==> src/rtl/noc_input_fifo.sv <==
// NoC router input FIFO: first-word fall-through circular buffer with credit return.
// Optional write-side packet framing checker is built when PKT_CHECK_EN is defined.

`ifndef HEADER
`define HEADER  3'b001
`endif
`ifndef PAYLOAD
`define PAYLOAD 3'b010
`endif
`ifndef TAIL
`define TAIL    3'b100
`endif

module noc_input_fifo #(
    parameter int DATA_WIDTH = 32,
    parameter int DEPTH      = 4
) (
    input  logic                  clk,
    input  logic                  rst,
    input  logic                  valid_in,
    input  logic [DATA_WIDTH-1:0] rx,
    input  logic                  rd_en,
    output logic [DATA_WIDTH-1:0] data_out,
    output logic [2:0]            flit_id,
    output logic [3:0]            dst_addr,
    output logic                  empty,
    output logic                  full,
    output logic [1:0]            credit_out,
    output logic                  overflow,
    output logic                  frame_err
);

    localparam int PTR_W = $clog2(DEPTH);

    logic [DATA_WIDTH-1:0] mem [DEPTH];
    logic [PTR_W-1:0]      wr_ptr;
    logic [PTR_W-1:0]      rd_ptr;
    logic [PTR_W:0]        count;

    logic candidate;
    logic do_write;
    logic do_pop;
    logic discard;

    assign empty     = (count == '0);
    assign full      = (count == (PTR_W+1)'(DEPTH));
    assign candidate = valid_in & ~full;
    assign do_pop    = rd_en & ~empty;

    assign data_out = mem[rd_ptr];
    assign flit_id  = data_out[DATA_WIDTH-1:DATA_WIDTH-3];
    assign dst_addr = data_out[DATA_WIDTH-4:DATA_WIDTH-7];

`ifdef PKT_CHECK_EN
    typedef enum logic {IDLE, BODY} frame_state_t;

    frame_state_t state, state_next;
    logic [2:0]   rx_id;

    assign rx_id = rx[DATA_WIDTH-1:DATA_WIDTH-3];

    always_ff @(posedge clk or negedge rst) begin
        if (!rst) state <= IDLE;
        else      state <= state_next;
    end

    // NOTE: every output of this block gets a default first so no latch is inferred.
    always_comb begin
        state_next = state;
        do_write   = 1'b0;
        discard    = 1'b0;
        if (candidate) begin
            case (state)
                IDLE: begin
                    if (rx_id == `HEADER) begin
                        do_write   = 1'b1;
                        state_next = BODY;
                    end else begin
                        discard = 1'b1;
                    end
                end
                BODY: begin
                    if (rx_id == `PAYLOAD) begin
                        do_write = 1'b1;
                    end else if (rx_id == `TAIL) begin
                        do_write   = 1'b1;
                        state_next = IDLE;
                    end else begin
                        discard = 1'b1;
                    end
                end
                default: discard = 1'b1;
            endcase
        end
    end

    always_ff @(posedge clk or negedge rst) begin
        if (!rst) frame_err <= 1'b0;
        else      frame_err <= discard;
    end
`else
    assign do_write  = candidate;
    assign discard   = 1'b0;
    assign frame_err = 1'b0;
`endif

    // NOTE: the storage array has no reset; only pointers and count define what is valid.
    always_ff @(posedge clk) begin
        if (do_write) mem[wr_ptr] <= rx;
    end

    // NOTE: sequential state uses non-blocking assignments so all registers update together.
    always_ff @(posedge clk or negedge rst) begin
        if (!rst) begin
            wr_ptr     <= '0;
            rd_ptr     <= '0;
            count      <= '0;
            credit_out <= 2'd0;
            overflow   <= 1'b0;
        end else begin
            if (do_write) wr_ptr <= wr_ptr + 1'b1;
            if (do_pop)   rd_ptr <= rd_ptr + 1'b1;
            case ({do_write, do_pop})
                2'b10:   count <= count + 1'b1;
                2'b01:   count <= count - 1'b1;
                default: count <= count;
            endcase
            credit_out <= {1'b0, do_pop} + {1'b0, discard};
            if (valid_in && full) overflow <= 1'b1;
        end
    end

endmodule

==> config.mk <==
export PLATFORM = sky130hd
export DESIGN_NAME = noc_input_fifo
export DESIGN_NICKNAME = d
export VERILOG_FILES = /design/src/rtl/noc_input_fifo.sv
export SDC_FILE = /design/constraint.sdc
export NUM_CORES = 1
export LEC_CHECK = 0
export CELL_PAD_IN_SITES_DETAIL_PLACEMENT = 1
export CELL_PAD_IN_SITES_GLOBAL_PLACEMENT = 1
export CORE_ASPECT_RATIO = 0.9
export CORE_MARGIN = 4
export CORE_UTILIZATION = 42
export DETAILED_ROUTE_END_ITERATION = 16
export HOLD_SLACK_MARGIN = 0.15
export PLACE_DENSITY_LB_ADDON = 0.1
export SYNTH_ARGS = -nofsm -noshare
export SYNTH_HDL_FRONTEND = slang
export SYNTH_SLANG_ARGS = --single-unit
==> constraint.sdc <==
create_clock -name clk -period 1.9 [get_ports clk]
set_clock_uncertainty 0.05 [all_clocks]
set_input_delay 0.19 -clock clk [delete_from_list [all_inputs] [get_ports clk]]
set_output_delay 0.19 -clock clk [all_outputs]
set_load 0.005 [all_outputs]
* After elaboration in Yosys (flattened, before gate mapping)
Memory sizes are Yosys's and may differ from the RTL's. Cells that the tools add are included.
Word-level totals: flip-flop bits (word level) 9, memories kept 1, bits in writable memories 128, word-level logic and storage cells 23
Operators by class: reductions and logical operators 3, add/subtract/negate cells 4, mux-type cells 3, bitwise logic cells 4, equal/unequal tests 3
Memory list:
- mem | depth 4, bits a word 32, read ports 1, clocked after Yosys merged registers in 0, wr ports 1, RTL line 35 | logic [DATA_WIDTH-1:0] mem [DEPTH];
Operator list (count):
- one-hot mux 3 bit (2 select lines) | 1
- adder 2 x 1 -> 2 bit (second input constant) | 2
- adder 3 x 1 -> 3 bit (second input constant) | 1
- == test 3 bit (second input constant) | 1
- logical NOT 3 bit | 1
- subtractor 3 x 1 -> 3 bit (second input constant) | 1
- AND 1 bit | 2
- == test 2 x 1 -> 1 bit (second input constant) | 1
- == test 2 bit (second input constant) | 1
- 2-to-1 mux 1 bit | 2
- inverter 1 bit | 2
- nonzero test 2 bit | 1
- logical AND 1 bit | 1

* Longest topological paths before layout
Gate-level depths: netlist of the first run.
depth after elaboration 5, mapped depth 9

* Least setup slack after synthesis of the first run
OpenSTA, ideal clock, no wires.
path type register to register, from reg count[2], to mem mem[0][0] (enable), data arrival time 1567 ps, required time 1458 ps, setup slack -109 ps, path buffers 0, stages on the path, launching flop included 4, cell sequence dfrtp_1 nor3b_4 nor2b_4 and2_1
Between the ends: longest elaborated chain between the ends 5
RTL lines:
- from (decl) | RTL line 38 | logic [PTR_W:0] count;
- from (signal assigned) | RTL line 124 | 2'b10: count <= count + 1'b1;
- from (signal assigned) | RTL line 125 | 2'b01: count <= count - 1'b1;
- from (signal assigned) | RTL line 126 | default: count <= count;
- == test 3 bit | RTL line 46 | assign full = (count == (PTR_W+1)'(DEPTH));
- net full | RTL line 27 | output logic full,
- inverter 1 bit | RTL line 47 | assign candidate = valid_in & ~full;
- AND 1 bit | RTL line 47
- 2-to-1 mux 1 bit | RTL line 109 | if (do_write) mem[wr_ptr] <= rx;
- 2-to-1 mux 1 bit (implied by the code) | RTL line 109
- to (decl) | RTL line 35
The timed path passes the listed nets, and every way through them passes these cells.

* Final worst setup path of the first run
from reg rd_ptr[0], to out data_out[2]
Between the ends: longest elaborated chain between the ends 1
RTL lines:
- from (decl) | RTL line 37 | logic [PTR_W-1:0] rd_ptr;
- from (signal assigned) | RTL line 122 | if (do_pop) rd_ptr <= rd_ptr + 1'b1;
- memory read (4 x 32 bit)
- to (decl) | RTL line 23 | output logic [DATA_WIDTH-1:0] data_out,
Every way passes these cells.

==> results of run 1 <==
==> critical path: cells and delay by family (launching register included) <==
family | cells | cell delay (ns)
mux | 1 | 0.52
buf+inv | 4 | 0.51
flops | 1 | 0.40
==> metal layers <==
layer	part of all wire (%)	vias to the layer above	track usage [%]
met5	0	-	0
met4	1.5	0	6.07
met3	4.6	14	5.01
met2	49	67	24.2
met1	45	1288	20.0
li1	-	1121	-
==> cells in the mapped netlist, drive strengths merged (3+ instances only) <==
library cell / count / area (µm²)
inv: 6 / 22.5
xnor2: 3 / 26.3
dfrtp: 9 / 225
and2: 4 / 25.0
mux4: 32 / 736
edfxtp: 128 / 3840
buf: 16 / 154
xor2: 3 / 26.3
ha: 5 / 62.6
==> logic make-up after synthesis <==
kind of cell / Yosys count / synth area share [%]
flops: 137 / 77.7
other cells: 1 / 0.0716
xor+xnor: 6 / 1.00
compound gates: 2 / 0.311
fa+ha+maj: 6 / 1.58
mux: 34 / 14.5
buf+inv: 23 / 3.44
simple gates: 9 / 1.34
==> worst paths after layout <==
kind | startpoint | to | slack (ns) | cells past startpoint
setup / recovery | rd_ptr[0]$_DFFE_PN0P_ | data_out[2] | -0.19 | 5
hold / removal | valid_in | overflow$_DFFE_PN0P_ | 0.36 | 2
setup reg to reg | count[1]$_DFFE_PN0P_ | count[2]$_DFFE_PN0P_ | -0.03 | 10
hold reg to reg | overflow$_DFFE_PN0P_ | overflow$_DFFE_PN0P_ | 0.42 | 1
max in group asynchronous | rst | rd_ptr[0]$_DFFE_PN0P_ | 0.89 | 2
min in group asynchronous | rst | credit_out[0]$_DFF_PN0_ | 0.58 | 2
==> metrics by stage <==
| step | hold slack (ns) | util [%] | total power (W) | area (µm²) |
|---|---|---|---|---|
| 2_1_floorplan | -0.156 | - | 0.00622 | 5250 |
| 3_3_place_gp | 0.396 | 52.4 | 0.00807 | 6350 |
| 3_5_place_dp | 0.401 | 52.4 | 0.00812 | 6350 |
| 4_1_cts | 0.341 | 58.0 | 0.0117 | 7040 |
| 5_1_grt | 0.350 | 58.2 | 0.0122 | 7050 |
| 6_report | 0.363 | 58.2 | 0.0116 | 7050 |
==> final cells by class <==
type                       count  area (µm²)
fill                        1052        5070
clock inverter                14         204
multi-input combinational     59         985
clock buffer                  18         429
inverter                       6        22.5
timing repair buffer         118        1140
sequential                   137        4070
tap                          160         200
==> placed cells by master, fill, tap and decap left out, types with 2 or more instances in the layout <==
| cell type | Yosys | layout |
|---|---|---|
| sky130_fd_sc_hd__buf_2 | 3 | 32 |
| sky130_fd_sc_hd__xor2_1 | 3 | 3 |
| sky130_fd_sc_hd__edfxtp_1 | 128 | 128 |
| sky130_fd_sc_hd__clkdlybuf4s50_1 | 0 | 37 |
| sky130_fd_sc_hd__dfrtp_1 | 9 | 7 |
| sky130_fd_sc_hd__buf_4 | 9 | 19 |
| sky130_fd_sc_hd__conb_1 | 1 | 2 |
| sky130_fd_sc_hd__dlygate4sd2_1 | 0 | 2 |
| sky130_fd_sc_hd__buf_8 | 0 | 3 |
| sky130_fd_sc_hd__clkinv_1 | 0 | 2 |
| sky130_fd_sc_hd__dfrtp_2 | 0 | 2 |
| sky130_fd_sc_hd__clkbuf_16 | 0 | 17 |
| sky130_fd_sc_hd__buf_12 | 3 | 11 |
| sky130_fd_sc_hd__ha_1 | 5 | 4 |
| sky130_fd_sc_hd__mux4_2 | 28 | 32 |
| sky130_fd_sc_hd__clkinvlp_4 | 0 | 3 |
| sky130_fd_sc_hd__clkinv_2 | 0 | 3 |
| sky130_fd_sc_hd__inv_1 | 6 | 5 |
| sky130_fd_sc_hd__buf_16 | 0 | 2 |
| sky130_fd_sc_hd__and2_2 | 0 | 4 |
| sky130_fd_sc_hd__xnor2_1 | 3 | 3 |
| sky130_fd_sc_hd__bufinv_16 | 0 | 5 |
| sky130_fd_sc_hd__buf_6 | 1 | 10 |
==> state kept, by name, indices dropped and copies added (netlist names) <==
name	count
mem	128
wr_ptr	2
credit_out	1
rd_ptr	2
overflow	1
count	3
==> power groups by stage <==
stage	clock [W]	combinational [W]	sequential (W)
6_report	0.00350	0.00389	0.00420
5_1_grt	0.00374	0.00423	0.00426
4_1_cts	0.00359	0.00394	0.00421
3_5_place_dp	0	0.00385	0.00428
3_3_place_gp	0	0.00382	0.00425
2_1_floorplan	0	0.00202	0.00420
==> what timing repair did <==
action,CTS,global route
pin swaps,3,1
cloned,3,0
buffers inserted,13,3
hold buffers,1,0
endpoints found under the hold margin,9,0
resized for setup,173,9
setup endpoints to repair,42,41
==> flow_metrics.env, run 1 <==
export IMPL_cts_root_buf="sky130_fd_sc_hd__clkbuf_16"
export IMPL_core_um2=12100
export IMPL_netSwitchingPower_w=0.00301
export IMPL_antenna_found_initial=0
export IMPL_port_buffers=78
export IMPL_share_of_layout_cells_above_drive_strength_1_pct=42.9
export IMPL_summed_instance_area_of_the_synthesized_netlist_um2=5240
export IMPL_global_route_overflow_total=0
export IMPL_drt_wirelength_per_cell_um=19.7
export IMPL_status="complete, but fails checks"
export IMPL_first_global_vias=2854
export IMPL_tritoncts="built"
export IMPL_power_density_nw_per_um2=1640
export IMPL_insertion_delay_ns=0.41
export IMPL_die_height_um=114
export IMPL_final_period_utilization_pct=110
export IMPL_sinks_on_the_clock_net=137
export IMPL_synth_yosys_seq_area_share_pct=77.7
export IMPL_crit_chain="buf_12, buf_8, buf_16, mux4_2, buf_6"
export IMPL_start_util_pct=43.2
export IMPL_layout_min_cycle_time_ns=2.09
export IMPL_die_area_um2=14300
export IMPL_cts_buffers=17
export IMPL_failing_checks="negative setup slack"
export IMPL_post_synth_num_cell_types=25
export IMPL_worst_slack_ns=-0.186
export IMPL_finalWeightedCongestion=0.716
export IMPL_number_of_max_slew_violations_in_the_final_report=0
export IMPL_switching_share_pct=26.0
export IMPL_drt_iter0_markers=207
export IMPL_synthCells=218
export IMPL_async_reset_ff_share_pct=6.57
export IMPL_detailedPlacementHpwl_um=6350
export IMPL_placementRows=38
export IMPL_finalNetCount=381
export IMPL_syn2layout_area_growth_pct=34.7
export IMPL_clockPowerShare_pct=30.2
export IMPL_clk_path_buf_depth=2
export IMPL_grt_start_max_net_pins=29
export IMPL_final_cell_count_no_fill=512
export IMPL_internal_power_w=0.00858
export IMPL_arrival_ns=1.85
export IMPL_critical_path_peak_fanout=5
export IMPL_cp_slowest_stage_delay_ns=0.52
export IMPL_worst_ep_required_time_ns=1.66
export IMPL_clk_pin_slew_ns=0.06
export IMPL_tns_ns=-3.26
export IMPL_max_freq_mhz=479
export IMPL_min_path_type="in2reg"
export IMPL_n_antenna_cell=0
export IMPL_track_usage_pct=15.4
export IMPL_synth_warning_count=0
export IMPL_clock_tree_htree_level_count=4
export IMPL_final_hold_viol_count=0
export IMPL_route_antenna_remaining_nets=0
export IMPL_share_seq_of_total_power_pct=36.3
export IMPL_rsz0062_at_grt="true"
export IMPL_ir_drop_uv=804
export IMPL_synth_edff_count=128
export IMPL_finalWirelength_um=10100
export IMPL_p_comb_share_pct=33.5
export IMPL_yosys_register_bits=137
export IMPL_drcViolationCount=0
export IMPL_crit_slowest_cell="sky130_fd_sc_hd__mux4_2"
export IMPL_placement_setup_worst_slack_ns=-0.0244
export IMPL_post_place_cells=462
export IMPL_worstSetupStartpointType="flop"
export IMPL_cap_viol_max_count=0
export IMPL_top_level_ports=81
export IMPL_worst_setup_path_end_kind="output port"
export IMPL_vias=2490
export IMPL_setup_worst_path_class="reg2out"
export IMPL_final_setup_viol_count=40
export IMPL_leakage_nw=2.52
export IMPL_die_width_um=126
export IMPL_synth_ff_type="sky130_fd_sc_hd__edfxtp_1"
export IMPL_vias_cell=4.86
export IMPL_grt_first_pass_wirelength_um=16100
export IMPL_mean_instance_size_in_the_synthesized_netlist_um2=24.0
export IMPL_drt_pass1_iter_count=4
(Power assumes the default switching activity.)
==> inputs of run 2 (changes only) <==
--- a/config.mk
+++ b/config.mk
@@ -9,7 +9,7 @@
 export CELL_PAD_IN_SITES_GLOBAL_PLACEMENT = 1
 export CORE_ASPECT_RATIO = 0.9
 export CORE_MARGIN = 4
-export CORE_UTILIZATION = 42
+export CORE_UTILIZATION = 45
 export DETAILED_ROUTE_END_ITERATION = 16
 export HOLD_SLACK_MARGIN = 0.15
 export PLACE_DENSITY_LB_ADDON = 0.1
==> constraint.sdc (replaced) <==
create_clock -name clk -period 2.25 [get_ports clk]
set_clock_uncertainty 0.05 [all_clocks]
set_input_delay 0.225 -clock clk [delete_from_list [all_inputs] [get_ports clk]]
set_output_delay 0.225 -clock clk [all_outputs]
set_load 0.005 [all_outputs]
==> flow_metrics.env, run 2 (synthesis gave the netlist of run 1 again) <==
export IMPL_final_common_cell="sky130_fd_sc_hd__edfxtp_1"
export IMPL_syn2layout_area_growth_pct=29.2
export IMPL_finalWeightedCongestion=0.649
export IMPL_first_global_vias=2748
export IMPL_utilization_pct=59.4
export IMPL_drt_wirelength_per_cell_um=19.9
export IMPL_vias_cell=5.02
export IMPL_start_util_pct=46.0
export IMPL_worst_setup_path_end_kind="output port"
export IMPL_finalWirelength_um=9710
export IMPL_clock_tree_htree_level_count=4
export IMPL_drt_pass1_iter_count=4
export IMPL_multi_input_area_um2=987
export IMPL_sinks_on_the_clock_net=137
export IMPL_grt_first_pass_wirelength_um=15600
export IMPL_share_of_layout_cells_above_drive_strength_1_pct=24.5
export IMPL_layout_filler_cells=994
export IMPL_reg2reg_depth=9
export IMPL_final_setup_viol_count=0
export IMPL_final_hold_viol_count=0
export IMPL_port_buffers=78
export IMPL_clk_pin_slew_ns=0.05
export IMPL_grt_start_max_net_pins=33
export IMPL_end_of_the_worst_register_to_register_path="count[2]$_DFFE_PN0P_"
export IMPL_cp_slowest_stage_delay_ns=0.52
export IMPL_ir_drop_uv=605
export IMPL_power_w=0.00881
export IMPL_drt_iter0_markers=148
export IMPL_placementRows=37
export IMPL_cap_viol_max_count=0
export IMPL_drcViolationCount=0
export IMPL_flip_flop_count_of_the_largest_register_after_layout=128
export IMPL_vias=2443
export IMPL_family_of_cells_with_the_greatest_summed_delay_on_the_critical_path="buffers and inverters"
export IMPL_crit_chain="buf_4, buf_6, mux4_2, dlygate4sd2_1"
export IMPL_setup_reg_to_reg_worst_slack_ns=0.17
export IMPL_min_path_type="in2reg"
export IMPL_cp_num_buf_inv=3
export IMPL_global_route_overflow_total=0
export IMPL_tritoncts="built"
export IMPL_final_period_utilization_pct=95.5
export IMPL_post_dp_cell_area_um2=6230
export IMPL_hold_path_depth=2
export IMPL_critical_path_reg2reg_startpoint="count[0]$_DFFE_PN0P_"
export IMPL_endpoint_of_the_worst_hold_path="overflow$_DFFE_PN0P_"
export IMPL_cts_root_buf="sky130_fd_sc_hd__clkbuf_16"
export IMPL_finalNetCount=360
export IMPL_worstSetupStartpointType="flop"
export IMPL_crit_slowest_cell="sky130_fd_sc_hd__mux4_2"
export IMPL_clk_path_buf_depth=2
export IMPL_n_antenna_cell=0
export IMPL_top_level_ports=81
export IMPL_holdCritStartpoint="valid_in"
export IMPL_setup_worst_path_class="reg2out"
export IMPL_antenna_found_initial=0
export IMPL_tns_ns=0
export IMPL_route_antenna_remaining_nets=0
export IMPL_rsz0062_at_grt="false"
export IMPL_status="complete, no violations"
export IMPL_max_freq_mhz=465
export IMPL_leakage_nw=2.40
export IMPL_die_area_um2=13400
export IMPL_cts_buffers=17
export IMPL_final_cell_mix="sky130_fd_sc_hd__edfxtp_1 (128), sky130_fd_sc_hd__clkdlybuf4s50_1 (39), sky130_fd_sc_hd__dlygate4sd2_1 (35), sky130_fd_sc_hd__mux4_2 (30), sky130_fd_sc_hd__clkbuf_16 (17)"
export IMPL_arrival_ns=1.87
export IMPL_worst_slack_ns=0.101
export IMPL_top_register="mem"
export IMPL_track_usage_pct=16.2
export IMPL_core_um2=11400
export IMPL_power_density_nw_per_um2=1300
export IMPL_critical_path_peak_fanout=4
export IMPL_number_of_max_slew_violations_in_the_final_report=0
export IMPL_placement_setup_worst_slack_ns=0.168
export IMPL_largest_registers="mem (128), count (3)"
export IMPL_insertion_delay_ns=0.41
export IMPL_die_height_um=110
export IMPL_layout_min_cycle_time_ns=2.15
export IMPL_finish_instance_area_um2=6760
export IMPL_worst_ep_required_time_ns=1.98
export IMPL_area_used_by_sequential_logic_in_the_layout_um2=4070
export IMPL_die_width_um=122
export IMPL_detailedPlacementHpwl_um=6220
[run 2: cell count changes in the layout (fill, tap and decap cells not counted), moves of 3 or more]
cell / before / now
sky130_fd_sc_hd__clkbuf_1: 1 / 8
sky130_fd_sc_hd__buf_6: 10 / 1
sky130_fd_sc_hd__dlygate4sd2_1: 2 / 35
sky130_fd_sc_hd__buf_12: 11 / 4
sky130_fd_sc_hd__dlymetal6s2s_1: 0 / 4
sky130_fd_sc_hd__clkbuf_8: 0 / 3
sky130_fd_sc_hd__buf_4: 19 / 10
sky130_fd_sc_hd__buf_2: 32 / 0
sky130_fd_sc_hd__bufinv_16: 5 / 0
[run 2: repair_timing]
action | in CTS | in global routing
cloned | 0 | 0
hold buffers | 1 | 0
setup buffers | 3 | 0
pin swaps | 0 | 1
gates resized for setup | 43 | 6
endpoints found under the hold margin | 9 | 0
setup endpoints to repair | 39 | 6
[run 2: cell type report]
type / instances / share of cell area [%]
multi-input cells: 59 / 14.6
inverters: 6 / 0.333
well taps: 156 / 2.89
flip-flops and latches: 137 / 60.2
clock buffers: 28 / 7.34
repair buffers: 97 / 14.3
clock inverters: 4 / 0.314
[run 2: power by group]
group | internal, W | switching, W | total [W]
registers | 0.00339 | 0.000175 | 0.00357
clock network | 0.00149 | 0.000932 | 0.00242
logic | 0.00158 | 0.00124 | 0.00282
total | 0.00646 | 0.00235 | 0.00881
[run 2: how the worst max path moves through the flow]
stage,cells past startpoint,to,slack (ns),startpoint
after floorplan,3,mem[0][0]$_DFFE_PP_,0.24,count[2]$_DFFE_PN0P_
after global placement,3,data_out[2],0.21,rd_ptr[0]$_DFFE_PN0P_
after detailed placement,9,count[2]$_DFFE_PN0P_,0.17,count[0]$_DFFE_PN0P_
after CTS,3,data_out[23],0.006,rd_ptr[0]$_DFFE_PN0P_
after global routing,9,count[2]$_DFFE_PN0P_,0.007,count[0]$_DFFE_PN0P_
final,4,flit_id[0],0.10,rd_ptr[0]$_DFFE_PN0P_
[run 2: metrics by stage]
stage	hold WS (ns)	instances
global route	0.406	487
detailed placement	0.401	451
global placement	0.409	451
finish	0.396	487
floorplan	-0.121	219
CTS	0.379	487
[run 2: layer usage]
metal  up-vias  wire (µm)  track usage, %
met2        72       4980            25.7
li1       1088          -               -
met3         9        504            5.36
met4         0         97            5.76
met1      1274       4140            21.3
met5         -          0               0
[run 2: worst register-to-register path: stages, from the launching register on]
cell	delay, ns
sky130_fd_sc_hd__dfrtp_1	0.45
sky130_fd_sc_hd__nor3b_4	0.28
sky130_fd_sc_hd__nor2b_4	0.10
sky130_fd_sc_hd__inv_1	0.08
sky130_fd_sc_hd__ha_1	0.18
sky130_fd_sc_hd__inv_1	0.06
sky130_fd_sc_hd__fa_1	0.37
sky130_fd_sc_hd__xor2_1	0.15
sky130_fd_sc_hd__nor2_1	0.11
sky130_fd_sc_hd__xor2_1	0.18
==> inputs of run 3 (changes only) <==
--- a/config.mk
+++ b/config.mk
@@ -13,6 +13,7 @@
 export DETAILED_ROUTE_END_ITERATION = 16
 export HOLD_SLACK_MARGIN = 0.15
 export PLACE_DENSITY_LB_ADDON = 0.1
+export SKIP_CTS_REPAIR_TIMING = 1
 export SYNTH_ARGS = -nofsm -noshare
 export SYNTH_HDL_FRONTEND = slang
 export SYNTH_SLANG_ARGS = --single-unit
==> constraint.sdc (replaced) <==
create_clock -name clk -period 2.2 [get_ports clk]
set_clock_uncertainty 0.05 [all_clocks]
set_input_delay 0.22 -clock clk [delete_from_list [all_inputs] [get_ports clk]]
set_output_delay 0.22 -clock clk [all_outputs]
set_load 0.005 [all_outputs]
==> flow_metrics.env, run 3 (synthesis gave the netlist of run 1 again) <==
export IMPL_n_antenna_cell=0
export IMPL_cap_viol_max_count=0
export IMPL_arrival_ns=1.82
export IMPL_min_path_type="in2reg"
export IMPL_finalWirelength_um=9710
export IMPL_finalWeightedCongestion=0.632
export IMPL_grt_first_pass_wirelength_um=15000
export IMPL_port_buffers=78
export IMPL_core_um2=11400
export IMPL_internal_power_w=0.00713
export IMPL_vias_cell=4.98
export IMPL_drt_iter0_markers=216
export IMPL_clk_path_buf_depth=2
export IMPL_leakage_nw=2.72
export IMPL_final_common_cell="sky130_fd_sc_hd__edfxtp_1"
export IMPL_placement_setup_worst_slack_ns=0.111
export IMPL_final_hold_viol_count=0
export IMPL_final_setup_viol_count=0
export IMPL_netSwitchingPower_w=0.00241
export IMPL_reg2reg_depth=9
export IMPL_route_antenna_remaining_nets=0
export IMPL_die_width_um=122
export IMPL_clockPowerShare_pct=29.3
export IMPL_sinks_on_the_clock_net=137
export IMPL_cts_root_buf="sky130_fd_sc_hd__clkbuf_16"
export IMPL_final_cell_count_no_fill=490
export IMPL_p_comb_share_pct=32.5
export IMPL_final_cell_mix="sky130_fd_sc_hd__edfxtp_1 (128), sky130_fd_sc_hd__clkdlybuf4s50_1 (39), sky130_fd_sc_hd__dlymetal6s2s_1 (39), sky130_fd_sc_hd__mux4_2 (30), sky130_fd_sc_hd__clkbuf_16 (17)"
export IMPL_share_of_layout_cells_above_drive_strength_1_pct=26.0
export IMPL_track_usage_pct=15.7
export IMPL_critical_path_peak_fanout=6
export IMPL_post_place_cells=453
export IMPL_syn2layout_area_growth_pct=33.5
export IMPL_clock_tree_htree_level_count=4
export IMPL_antenna_found_initial=0
export IMPL_max_freq_mhz=480
export IMPL_detailedPlacementHpwl_um=6090
export IMPL_worst_setup_path_end_kind="output port"
export IMPL_power_density_nw_per_um2=1370
export IMPL_tritoncts="built"
export IMPL_setup_worst_path_class="reg2out"
export IMPL_cp_slowest_stage_delay_ns=0.49
export IMPL_number_of_max_slew_violations_in_the_final_report=0
export IMPL_insertion_delay_ns=0.40
export IMPL_final_period_utilization_pct=94.8
export IMPL_share_seq_of_total_power_pct=38.2
export IMPL_layout_filler_cells=987
export IMPL_drt_wirelength_per_cell_um=19.8
export IMPL_ir_drop_uv=670
export IMPL_worstSetupStartpointType="flop"
export IMPL_cts_buffers=17
export IMPL_multi_input_area_um2=987
export IMPL_vias=2440
export IMPL_worst_ep_required_time_ns=1.93
export IMPL_top_level_ports=81
export IMPL_hold_ws_ns=0.384
export IMPL_drcViolationCount=0
export IMPL_start_util_pct=46.0
export IMPL_crit_chain="buf_12, buf_4, mux4_2, dlymetal6s2s_1"
export IMPL_drt_pass1_iter_count=4
export IMPL_die_height_um=110
export IMPL_first_global_vias=2684
export IMPL_finalNetCount=363
export IMPL_area_used_by_sequential_logic_in_the_layout_um2=4070
export IMPL_hold_path_depth=2
export IMPL_largest_registers="mem (128), count (3)"
export IMPL_grt_start_max_net_pins=33
export IMPL_switching_share_pct=25.3
export IMPL_flip_flop_count_of_the_largest_register_after_layout=128
export IMPL_layout_min_cycle_time_ns=2.09
export IMPL_placementRows=37
export IMPL_rsz0062_at_grt="false"
export IMPL_top_register="mem"
export IMPL_crit_slowest_cell="sky130_fd_sc_hd__dfrtp_4"
export IMPL_global_route_overflow_total=0
export IMPL_status="complete, no violations"
export IMPL_clk_pin_slew_ns=0.05
export IMPL_worst_slack_ns=0.115
export IMPL_die_area_um2=13400
run 3: cell types whose count changed in the layout (fill, tap and decap cells not counted), moves of 2 or more:
| cell | change |
|---|---|
| sky130_fd_sc_hd__dlygate4sd2_1 | -35 |
| sky130_fd_sc_hd__dlymetal6s2s_1 | +35 |
| sky130_fd_sc_hd__buf_4 | +4 |
| sky130_fd_sc_hd__buf_8 | -3 |
| sky130_fd_sc_hd__bufinv_16 | +3 |
| sky130_fd_sc_hd__clkbuf_1 | -3 |
| sky130_fd_sc_hd__dfrtp_2 | -2 |
run 3: layer usage:
metal  GRT usage [%]  share of wire, %  routed length [µm]
met5               0                 0                   0
met4            7.28               2.2                 211
met3            4.95               4.9                 477
met2            25.0                50                4880
met1            20.0                43                4140
run 3: final cells by class:
class,count,area share (%)
clock inverter,8,1.72
tap,156,2.79
multi-input combinational,59,14.1
inverter,6,0.322
clock buffer,24,6.75
sequential,137,58.3
timing repair buffer,100,16.0
run 3: through the flow:
stage	util (%)	total power, W	TNS, ns	area [µm²]
finish	61.3	0.00954	0	6990
floorplan	-	0.00537	0	5240
CTS	60.0	0.00974	-10.94	6830
global route	61.3	0.0101	0	6990
detailed placement	54.8	0.00689	0	6240
global placement	54.8	0.00683	0	6240
run 3: power groups by stage:
| stage | clock (W) | sequential, W | combinational (W) |
|---|---|---|---|
| after floorplan | 0 | 0.00364 | 0.00173 |
| after global placement | 0 | 0.00370 | 0.00312 |
| after detailed placement | 0 | 0.00374 | 0.00316 |
| after CTS | 0.00286 | 0.00369 | 0.00319 |
| after global routing | 0.00301 | 0.00370 | 0.00339 |
| final | 0.00280 | 0.00364 | 0.00310 |
run 3: worst max-delay path: cells and delay by family (launching register included):
| family | cells | cell delay [ns] |
|---|---|---|
| buf+inv | 3 | 0.48 |
| flops | 1 | 0.49 |
| mux | 1 | 0.43 |
run 3: final timing paths:
path | startpoint | to | slack (ns)
min | valid_in | overflow$_DFFE_PN0P_ | 0.38
max reg2reg | count[0]$_DFFE_PN0P_ | count[2]$_DFFE_PN0P_ | 0.17
max in group asynchronous | rst | rd_ptr[0]$_DFFE_PN0P_ | 1.12
max | rd_ptr[0]$_DFFE_PN0P_ | data_out[20] | 0.11
min in group asynchronous | rst | credit_out[0]$_DFF_PN0_ | 0.62
min reg2reg | overflow$_DFFE_PN0P_ | overflow$_DFFE_PN0P_ | 0.42
